`src/rtl/vga_pixel_sink.sv`:
```
// vga_pixel_sink: 640x480@60 raster counters for the drawing objects, plus
// re-alignment of sync/blank to the registered mux pixel and RGB332 -> 4-4-4 expansion.
module vga_pixel_sink #(
    parameter int H_VISIBLE  = 640,
    parameter int H_FRONT    = 16,
    parameter int H_SYNC     = 96,
    parameter int H_BACK     = 48,
    parameter int V_VISIBLE  = 480,
    parameter int V_FRONT    = 10,
    parameter int V_SYNC     = 2,
    parameter int V_BACK     = 33,
    parameter int PIPE_DELAY = 2
) (
    input  logic        clk,
    input  logic        resetN,
    input  logic        pixelEn,
    input  logic [7:0]  RGBIn,
    output logic [10:0] pixelX,
    output logic [10:0] pixelY,
    output logic        startOfFrame,
    output logic [3:0]  red,
    output logic [3:0]  green,
    output logic [3:0]  blue,
    output logic        hSync,
    output logic        vSync,
    output logic        blankN
);

    localparam int H_TOTAL = H_VISIBLE + H_FRONT + H_SYNC + H_BACK;
    localparam int V_TOTAL = V_VISIBLE + V_FRONT + V_SYNC + V_BACK;
    localparam int DW      = 3 * PIPE_DELAY;

    localparam logic [10:0] H_LAST   = 11'(H_TOTAL - 1);
    localparam logic [10:0] V_LAST   = 11'(V_TOTAL - 1);
    localparam logic [10:0] H_VIS    = 11'(H_VISIBLE);
    localparam logic [10:0] V_VIS    = 11'(V_VISIBLE);
    localparam logic [10:0] HS_START = 11'(H_VISIBLE + H_FRONT);
    localparam logic [10:0] HS_END   = 11'(H_VISIBLE + H_FRONT + H_SYNC);
    localparam logic [10:0] VS_START = 11'(V_VISIBLE + V_FRONT);
    localparam logic [10:0] VS_END   = 11'(V_VISIBLE + V_FRONT + V_SYNC);

    logic          hsRaw;
    logic          vsRaw;
    logic          visRaw;
    logic [DW-1:0] delayLine;
    logic [DW-1:0] delayNext;
    logic          visAligned;

    assign hsRaw  = !((pixelX >= HS_START) && (pixelX < HS_END));
    assign vsRaw  = !((pixelY >= VS_START) && (pixelY < VS_END));
    assign visRaw = (pixelX < H_VIS) && (pixelY < V_VIS);

    // Each stage is {hs, vs, vis}; the top stage drives the sync/blank outputs directly.
    generate
        if (PIPE_DELAY == 1) begin : g_single
            assign delayNext = {hsRaw, vsRaw, visRaw};
        end else begin : g_multi
            assign delayNext = {delayLine[DW-4:0], hsRaw, vsRaw, visRaw};
        end
    endgenerate

    // Visibility that lands in the output stage on this edge, so colour matches blankN.
    assign visAligned = delayNext[DW-3];

    assign hSync  = delayLine[DW-1];
    assign vSync  = delayLine[DW-2];
    assign blankN = delayLine[DW-3];

    always_ff @(posedge clk or negedge resetN) begin
        if (!resetN) begin
            pixelX       <= '0;
            pixelY       <= '0;
            startOfFrame <= 1'b0;
        end else begin
            startOfFrame <= 1'b0;
            if (pixelEn) begin
                if (pixelX == H_LAST) begin
                    pixelX <= '0;
                    if (pixelY == V_LAST) begin
                        pixelY       <= '0;
                        startOfFrame <= 1'b1;
                    end else begin
                        pixelY <= pixelY + 11'd1;
                    end
                end else begin
                    pixelX <= pixelX + 11'd1;
                end
            end
        end
    end

    always_ff @(posedge clk or negedge resetN) begin
        if (!resetN) begin
            delayLine <= {PIPE_DELAY{3'b110}};
        end else if (pixelEn) begin
            delayLine <= delayNext;
        end
    end

    always_ff @(posedge clk or negedge resetN) begin
        if (!resetN) begin
            red   <= '0;
            green <= '0;
            blue  <= '0;
        end else if (pixelEn) begin
            if (visAligned) begin
                red   <= {RGBIn[7:5], RGBIn[7]};
                green <= {RGBIn[4:2], RGBIn[4]};
                blue  <= {RGBIn[1:0], RGBIn[1:0]};
            end else begin
                red   <= '0;
                green <= '0;
                blue  <= '0;
            end
        end
    end

endmodule

```
`config.mk`:
```
export PLATFORM = sky130hd
export DESIGN_NAME = vga_pixel_sink
export DESIGN_NICKNAME = d
export VERILOG_FILES = /design/src/rtl/vga_pixel_sink.sv
export SDC_FILE = /design/constraint.sdc
export NUM_CORES = 1
export LEC_CHECK = 0
export ABC_AREA = 1
export BUFFER_PORTS_ARGS = -buffer_cell sky130_fd_sc_hd__buf_2
export CORE_MARGIN = 2
export CORE_UTILIZATION = 35
export CTS_BUF_LIST = sky130_fd_sc_hd__clkbuf_16
export DETAILED_ROUTE_END_ITERATION = 7
export GPL_ROUTABILITY_DRIVEN = 1
export MAX_ROUTING_LAYER = met4
export SLEW_MARGIN = 40
export SYNTH_ARGS = -nofsm -noshare
export SYNTH_HDL_FRONTEND = slang
export SYNTH_SLANG_ARGS = --single-unit
```
`constraint.sdc`:
```
create_clock -name clk -period 4.05 [get_ports clk]
set_clock_uncertainty 0.05 [all_clocks]
set_input_delay 0.81 -clock clk [delete_from_list [all_inputs] [get_ports clk]]
set_output_delay 0.81 -clock clk [all_outputs]
set_load 0.02 [all_outputs]
```
After elaboration in Yosys (flattened, before gate mapping):

Cells that the tools add are included.

* $add $sub $neg: 2
* multiply operators: 0
* div/mod/pow operators: 0
* $lt $le $gt $ge: 6
* eq/ne operators: 2
* shifts and indexed selects: 0
* muxes and demuxes: 8
* bitwise gates (word level): 0
* reduce and logical (&&, ||, !) cells: 6

Operators by type and width (number)
* 11-bit by 1-bit adder with 11-bit output (second input constant): 2
* 11-bit by 10-bit == test with 1-bit output (second input constant): 2
* 11-bit by 10-bit < comparator with 1-bit output (second input constant): 2
* 11-bit by 9-bit < comparator with 1-bit output (second input constant): 2
* 11-bit 2-to-1 mux: 2
* 4-bit 2-to-1 mux: 3
* 11-bit by 10-bit greater-or-equal comparator with 1-bit output (second input constant): 1
* 11-bit by 9-bit greater-or-equal comparator with 1-bit output (second input constant): 1
* 1-bit logical AND: 3
* 1-bit 2-to-1 mux: 3
* 1-bit zero test: 2
* 2-bit AND reduction: 1

* bits in registers: 41
* bits in latches: 0
* memory bits (writable): 0
* ROM bits: 0
* bits of input ports: 11
* output and inout port bits: 38
* logic and storage cells: 31
* memories kept: 0

Logic depth before layout (Yosys ltp):

Gate-level depths: netlist of run 1.

* depth in word-level cells: 4
* depth in mapped cells: 9
* mapped depth without buffers: 9

Least setup slack after synthesis of run 1:

OpenSTA, ideal clock, no wires.

* path type: input to register
* start point: input pixelEn
* end point: register pixelY[6]
* setup time: 117 ps
* arrival time: 1450 ps
* data required time: 3883 ps
* slack: 2433 ps
* cell stages on the path: 6
* buffers on the path: 1
* cell sequence: nand2_1 -> nor2_4 -> nand3_4 -> buf_6 -> nand2_1 -> nand2_1

* cells in the longest elaborated chain, start to end: 1

RTL lines
* start, declared: RTL line 16 `input logic pixelEn,`
* 2-bit AND reduction (no line)
* end signal, assigned: RTL line 83 `pixelY <= pixelY + 11'd1;`
* end, declared: RTL line 19 `output logic [10:0] pixelY,`

Every way passes these cells.
A chain may end at the register's enable or synchronous reset.

Worst setup path in the final report of run 1:

* start point: input pixelEn
* end point: register pixelY[2]

Same word-level chain as after synthesis.

==> results.toml, run 1 <==
[sta]
holdWs_ns = 0.4084
period_needed_ns = 1.904
fin_setup_tns_ns = 0
fmax_ghz = 0.5251
finalSetupViolCount = 0
rsz0062_at_grt = "no"
hold_viol_final = 0
slew_viol_final = 0
final.setup.worst_slack_ns = 2.146
finalCritPeriodShare_pct = 47.02
tightest_slew_ns = 0.4758
max_slew_margin_pct = 68.28

[clocking]
clockBufferDepth = 2
cts.htree.levels = 2
path_clk_slew_ns = 0.06
cts-root-buf = "clkbuf_16"
cts_resized = 0
cts_buffers = 5
clock-sinks = 37
postCtsSetupBuffers = 0
cts_tree = "done"
hold_buffers = 0
clk-insertion-delay-late_ns = 0.28

[setup_path]
path_buf_inv = 2
path_common_cell = "nand2_1"
arrival_ns = 2.08
slowest_delay_ns = 0.32
crit_family = "simple AND/OR/NAND/NOR gates"
worstPathRequired_ns = 4.22
crit_path_top_delay_cell = "buf_2"
crit_path_end_kind = "flip-flop"
path_class = "input pin to flip-flop"
crit_chain = "buf_2, nand2_1, nor2_4, nand3_4, inv_2, nand3_1, nand2_1"
critical_path.max_fanout = 20
crit_path_start_kind = "input pin"

[power]
fin_total_pwr_mw = 1.005
p_sw_share_pct = 31.71
switching_power_uw = 318.8
p_leak_nw = 1.375
p_comb_share_pct = 19.3
vdd_drop_max_uv = 192.7
intPower_uw = 686.4
p_clk_share_pct = 35.9
p_seq_share_pct = 44.8
powerDensity_nw_per_um2 = 414.1

[synthesis]
yosysMostFrequentCell = "nand2_1"
synth_area_leader_cell = "dfrtp_1"
syn_avg_cell_area_um2 = 7.592
ys_seq_elements = 37
async_flop_share_pct = 100.0
synth.net_count = 283
synth_seq_area_share_pct = 45.93
synth_area_leaders = "dfrtp_1, nand2_1, nand3_1"
synth_top_area_share_pct = 40.74
synth-edff-count = 0
synth_common_cells = "nand2_1, dfrtp_1, inv_1"
ys_warn_count = 0
syn-instance-count = 267
synth.distinct_cells = 26
synth_top_flop_cell = "dfrtp_1"
netlist_area_um2 = 2027

[placement]
io_buffers = 48
dpl_worst_slack_ns = 1.835
dp.cells = 377
routabilityCongestion = 0.8542
hpwlAfterDp_mm = 3.252

[cells_and_area]
drive_gt1_share_pct = 21.47
syn_to_final_growth_pct = 19.75
final_nets = 328
diodes = 0
instances_no_fill = 384

[routing]
dr.pass1.iters = 4
antenna_left = 0
avgRoutedWirePerCell_um = 11.76
vias = 1766
drc = 0
drt_iter0_markers = 75
routed_wl_mm = 4.517
via_per_inst = 4.599

[floorplanning]
die_h_um = 80.10
start_util_pct = 36.59
die_area_um2 = 6416
io_pins = 49
num_rows = 27
core_um2 = 5540
die_x_um = 80.10

[global_route]
antenna_found_initial = 0
grt_pass1_vias = 1680
grt_overflow = 0
grt_max_degree = 38
grt_pass1_wl_mm = 7.872
grt_usage_pct = 16.43

[outcome]
outcome = "complete, no violations"

[min_path]
hold_path.class = "flip-flop to flip-flop"

[job]
maxCapViolCount = 0
[layer usage]
| metal | vias to the layer above | track usage, % | share of wire [%] |
|---|---|---|---|
| met4 | 0 | 7.797 | 1.9 |
| met2 | 39 | 25.50 | 46 |
| met1 | 804 | 20.94 | 48 |
| li1 | 916 | - | - |
| met5 | - | - | 0 |
| met3 | 7 | 2.809 | 4.5 |
[worst register-to-register path, stage by stage (launching register included)]
cell and delay, ns:
dfrtp_1 0.42, ha_1 0.20, nand2_1 0.11, nor2_4 0.20
nand3_4 0.23, inv_2 0.19, nand3_1 0.08, nand2_1 0.07
[kinds of logic after synthesis]
group / share of synthesized area [%]
simple gates: 35.62
flops: 45.93
buf+inv: 9.136
fa+ha+maj: 3.086
compound gates: 3.210
xor+xnor: 3.025
[state kept, by name, indices dropped and copies added (netlist names)]
name	count
pixelX	11
pixelY	11
delayLine	6
green	3
red	3
blue	2
startOfFrame	1
[final timing paths]
kind,to,cells after the start,slack (ns),from
setup / recovery,pixelY[2],7,2.15,pixelEn
hold / removal,delayLine[5],2,0.41,delayLine[5]
setup reg to reg,pixelY[2],7,2.46,pixelX[0]
hold reg to reg,delayLine[5],2,0.41,delayLine[5]
max in group asynchronous,delayLine[5],1,3.15,resetN
min in group asynchronous,startOfFrame,1,0.43,resetN
[layout by cell type, fill, tap and decap left out]
master,netlist,routed
nand3b_1,2,2
inv_2,2,2
nand3_1,26,26
nor2_1,27,27
dfrtp_1,33,33
dfstp_2,4,4
nor3_1,5,5
o21ai_0,7,7
nand2_2,1,1
nor2_4,3,3
o21a_1,1,1
inv_1,30,31
ha_1,5,5
clkbuf_16,0,5
buf_4,5,1
nand2_1,92,92
nor3_2,1,1
clkinv_1,0,1
buf_2,1,47
a21oi_1,3,3
o31ai_1,1,1
nand4_1,4,4
xor2_1,7,7
nor2_2,2,2
nand3_4,1,1
[final cells by class]
cell class	count	area, um^2
fill	582	3113
clock buffer	5	125.1
clock inverter	2	7.507
sequential	37	930.9
timing repair buffer	48	242.7
multi-input combinational	188	910.9
tap	72	90.09
inverter	32	120.1
[through the flow]
stage | utilization (%) | area [um^2]
after CTS | 43.81 | 2427
after detailed placement | 41.42 | 2295
after floorplan | - | 2027
after global routing | 43.81 | 2427
after global placement | 41.37 | 2292
final | 43.81 | 2427
[power by group through the flow]
stage	Sequential, mW	Combinational (mW)	Clock (mW)
after floorplan	0.490	0.0919	0
after global placement	0.456	0.195	0
after detailed placement	0.457	0.197	0
after CTS	0.451	0.198	0.371
after global routing	0.459	0.221	0.385
final	0.450	0.194	0.361
No activity file was read; power rests on OpenSTA's default activity.
==> run 2, diff against run 1 <==
==> constraint.sdc (replaced) <==
create_clock -name clk -period 1.7 [get_ports clk]
set_clock_uncertainty 0.05 [all_clocks]
set_input_delay 0.34 -clock clk [delete_from_list [all_inputs] [get_ports clk]]
set_output_delay 0.34 -clock clk [all_outputs]
set_load 0.02 [all_outputs]
==> run 2 against run 1 <==
Compared with the run above: sequential cell count stayed put; utilization is 2.1 points higher; final cell count is 2.6% higher; power grew to 2.6 times the previous value; setup slack worse by 2.0 ns; via count is 0.23% higher; critical path depth stayed put; clock power grew to 2.9 times the previous value; critical path type is now flip-flop to flip-flop; critical endpoint is now pixelY[8]; highest routed layer unchanged.
==> results.toml, run 2 (synthesized netlist as in run 1, its figures left out) <==
[outcome]
outcome = "complete, no violations"

[floorplanning]
core_um2 = 5540
die_h_um = 80.10
die_area_um2 = 6416
io_pins = 49
die_x_um = 80.10
start_util_pct = 36.59
num_rows = 27

[global_route]
grt_usage_pct = 15.63
grt_overflow = 0
grt_max_degree = 23
grt_pass1_wl_mm = 7.514
antenna_found_initial = 0
grt_pass1_vias = 1600

[routing]
antenna_left = 0
routed_wl_mm = 4.532
drt_iter0_markers = 100
dr.pass1.iters = 4
via_per_inst = 4.492
avgRoutedWirePerCell_um = 11.50
vias = 1770
drc = 0

[setup_path]
crit_path_top_delay_cell = "dfrtp_1"
crit_path_start_kind = "flip-flop"
crit_chain = "ha_1, nand2_1, nor2_4, nand3_4, buf_4, nand2_1, nand2_1"
r2r_start = "pixelX[0]"
endpoint = "pixelY[8]"
crit_path_end_kind = "flip-flop"
reg2reg_depth = 7
slowest_delay_ns = 0.41
critPathLaunch = "pixelX[0]"
rrSetupSlack_ns = 0.15
path_common_cell = "nand2_1"
worstPathRequired_ns = 1.82
path_class = "flip-flop to flip-flop"
reg2reg_to = "pixelY[8]"
arrival_ns = 1.67
critical_path.max_fanout = 12

[sta]
fmax_ghz = 0.6437
slew_viol_final = 0
rsz0062_at_grt = "no"
hold_viol_final = 0
tightest_slew_ns = 0.4002
finalCritPeriodShare_pct = 91.39
period_needed_ns = 1.554
fin_setup_tns_ns = 0
max_slew_margin_pct = 73.32
finalSetupViolCount = 0

[placement]
io_buffers = 48
hpwlAfterDp_mm = 3.308
routabilityCongestion = 0.8504
dp.cells = 381

[power]
p_clk_share_pct = 39.9
vdd_drop_max_uv = 464.5
intPower_mw = 1.821
p_comb_share_pct = 19.4
switching_power_uw = 782.0
p_seq_share_pct = 40.7
powerDensity_nw_per_um2 = 1023
p_sw_share_pct = 30.05
p_leak_nw = 1.428

[job]
maxCapViolCount = 0

[clocking]
clk-insertion-delay-late_ns = 0.28
cts_tree = "done"
clockBufferDepth = 2
cts_buffers = 5
clock-sinks = 37
cts.htree.levels = 2
path_clk_slew_ns = 0.06
cts-root-buf = "clkbuf_16"

[cells_and_area]
instances_no_fill = 394
syn_to_final_growth_pct = 25.49
layout_common_cells = "nand2_1, buf_2, dfrtp_1"
drive_gt1_share_pct = 24.22
final_common_cell = "nand2_1"
final_nets = 337
diodes = 0
top_regs = "pixelX (11), pixelY (11), delayLine (6)"

[min_path]
holdCritStartpoint = "RGBIn[6]"
hold_path.class = "input pin to flip-flop"
-- run 2: through the flow --
stage	total power [mW]	util [%]	setup slack, ns	hold slack, ns	instance area, um^2
floorplan	1.386	-	0.1966	-0.005591	2027
global placement	1.583	42.14	0.1672	0.2468	2335
detailed placement	1.584	42.14	0.1462	0.2447	2335
CTS	2.637	45.33	0.1261	0.2322	2511
global route	2.748	45.91	0.05336	0.2364	2544
finish	2.603	45.91	0.1464	0.2365	2544
-- run 2: cell type report --
class	instances	area [um^2]
inverter	32	120.1
tap	72	90.09
sequential	37	930.9
multi-input combinational	188	913.4
clock inverter	3	41.29
fill	577	2997
clock buffer	5	125.1
timing repair buffer	57	322.8
-- run 2: worst min-delay path by stage --
stage | end | cells after the start | slack [ns]
CTS | red[1] | 3 | 0.23
floorplan | blue[1] | 0 | -0.006
global route | blue[2] | 3 | 0.24
global placement | pixelX[7] | 1 | 0.25
detailed placement | startOfFrame | 1 | 0.24
finish | red[2] | 3 | 0.24
-- run 2: metal layers --
metal,global-route usage [%],vias up,wire length (um)
met5,-,-,0
met4,5.593,0,70
met3,3.820,7,210
met2,24.00,37,2014
met1,20.19,796,2237
li1,-,930,-
-- run 2: worst max-delay path: cells and delay by family, from the launching register on --
kind                       cells  cell delay [ns]
and+or+nand+nor                5             0.59
DFF                            1             0.41
buffers and inverters          1             0.20
adders and majority gates      1             0.19
-- run 2: power by group through the flow --
stage	Clock, mW	Sequential (mW)	Combinational [mW]
floorplan	0	1.17	0.219
global placement	0	1.07	0.512
detailed placement	0	1.07	0.512
CTS	1.07	1.06	0.512
global route	1.11	1.07	0.562
finish	1.04	1.06	0.506
-- run 2: timing repair --
item | in CTS | in global routing
resized for setup | 0 | 1
setup endpoints to repair | 0 | 3
hold buffers | 1 | 0
setup buffers | 0 | 4
hold endpoints to repair | 14 | 0
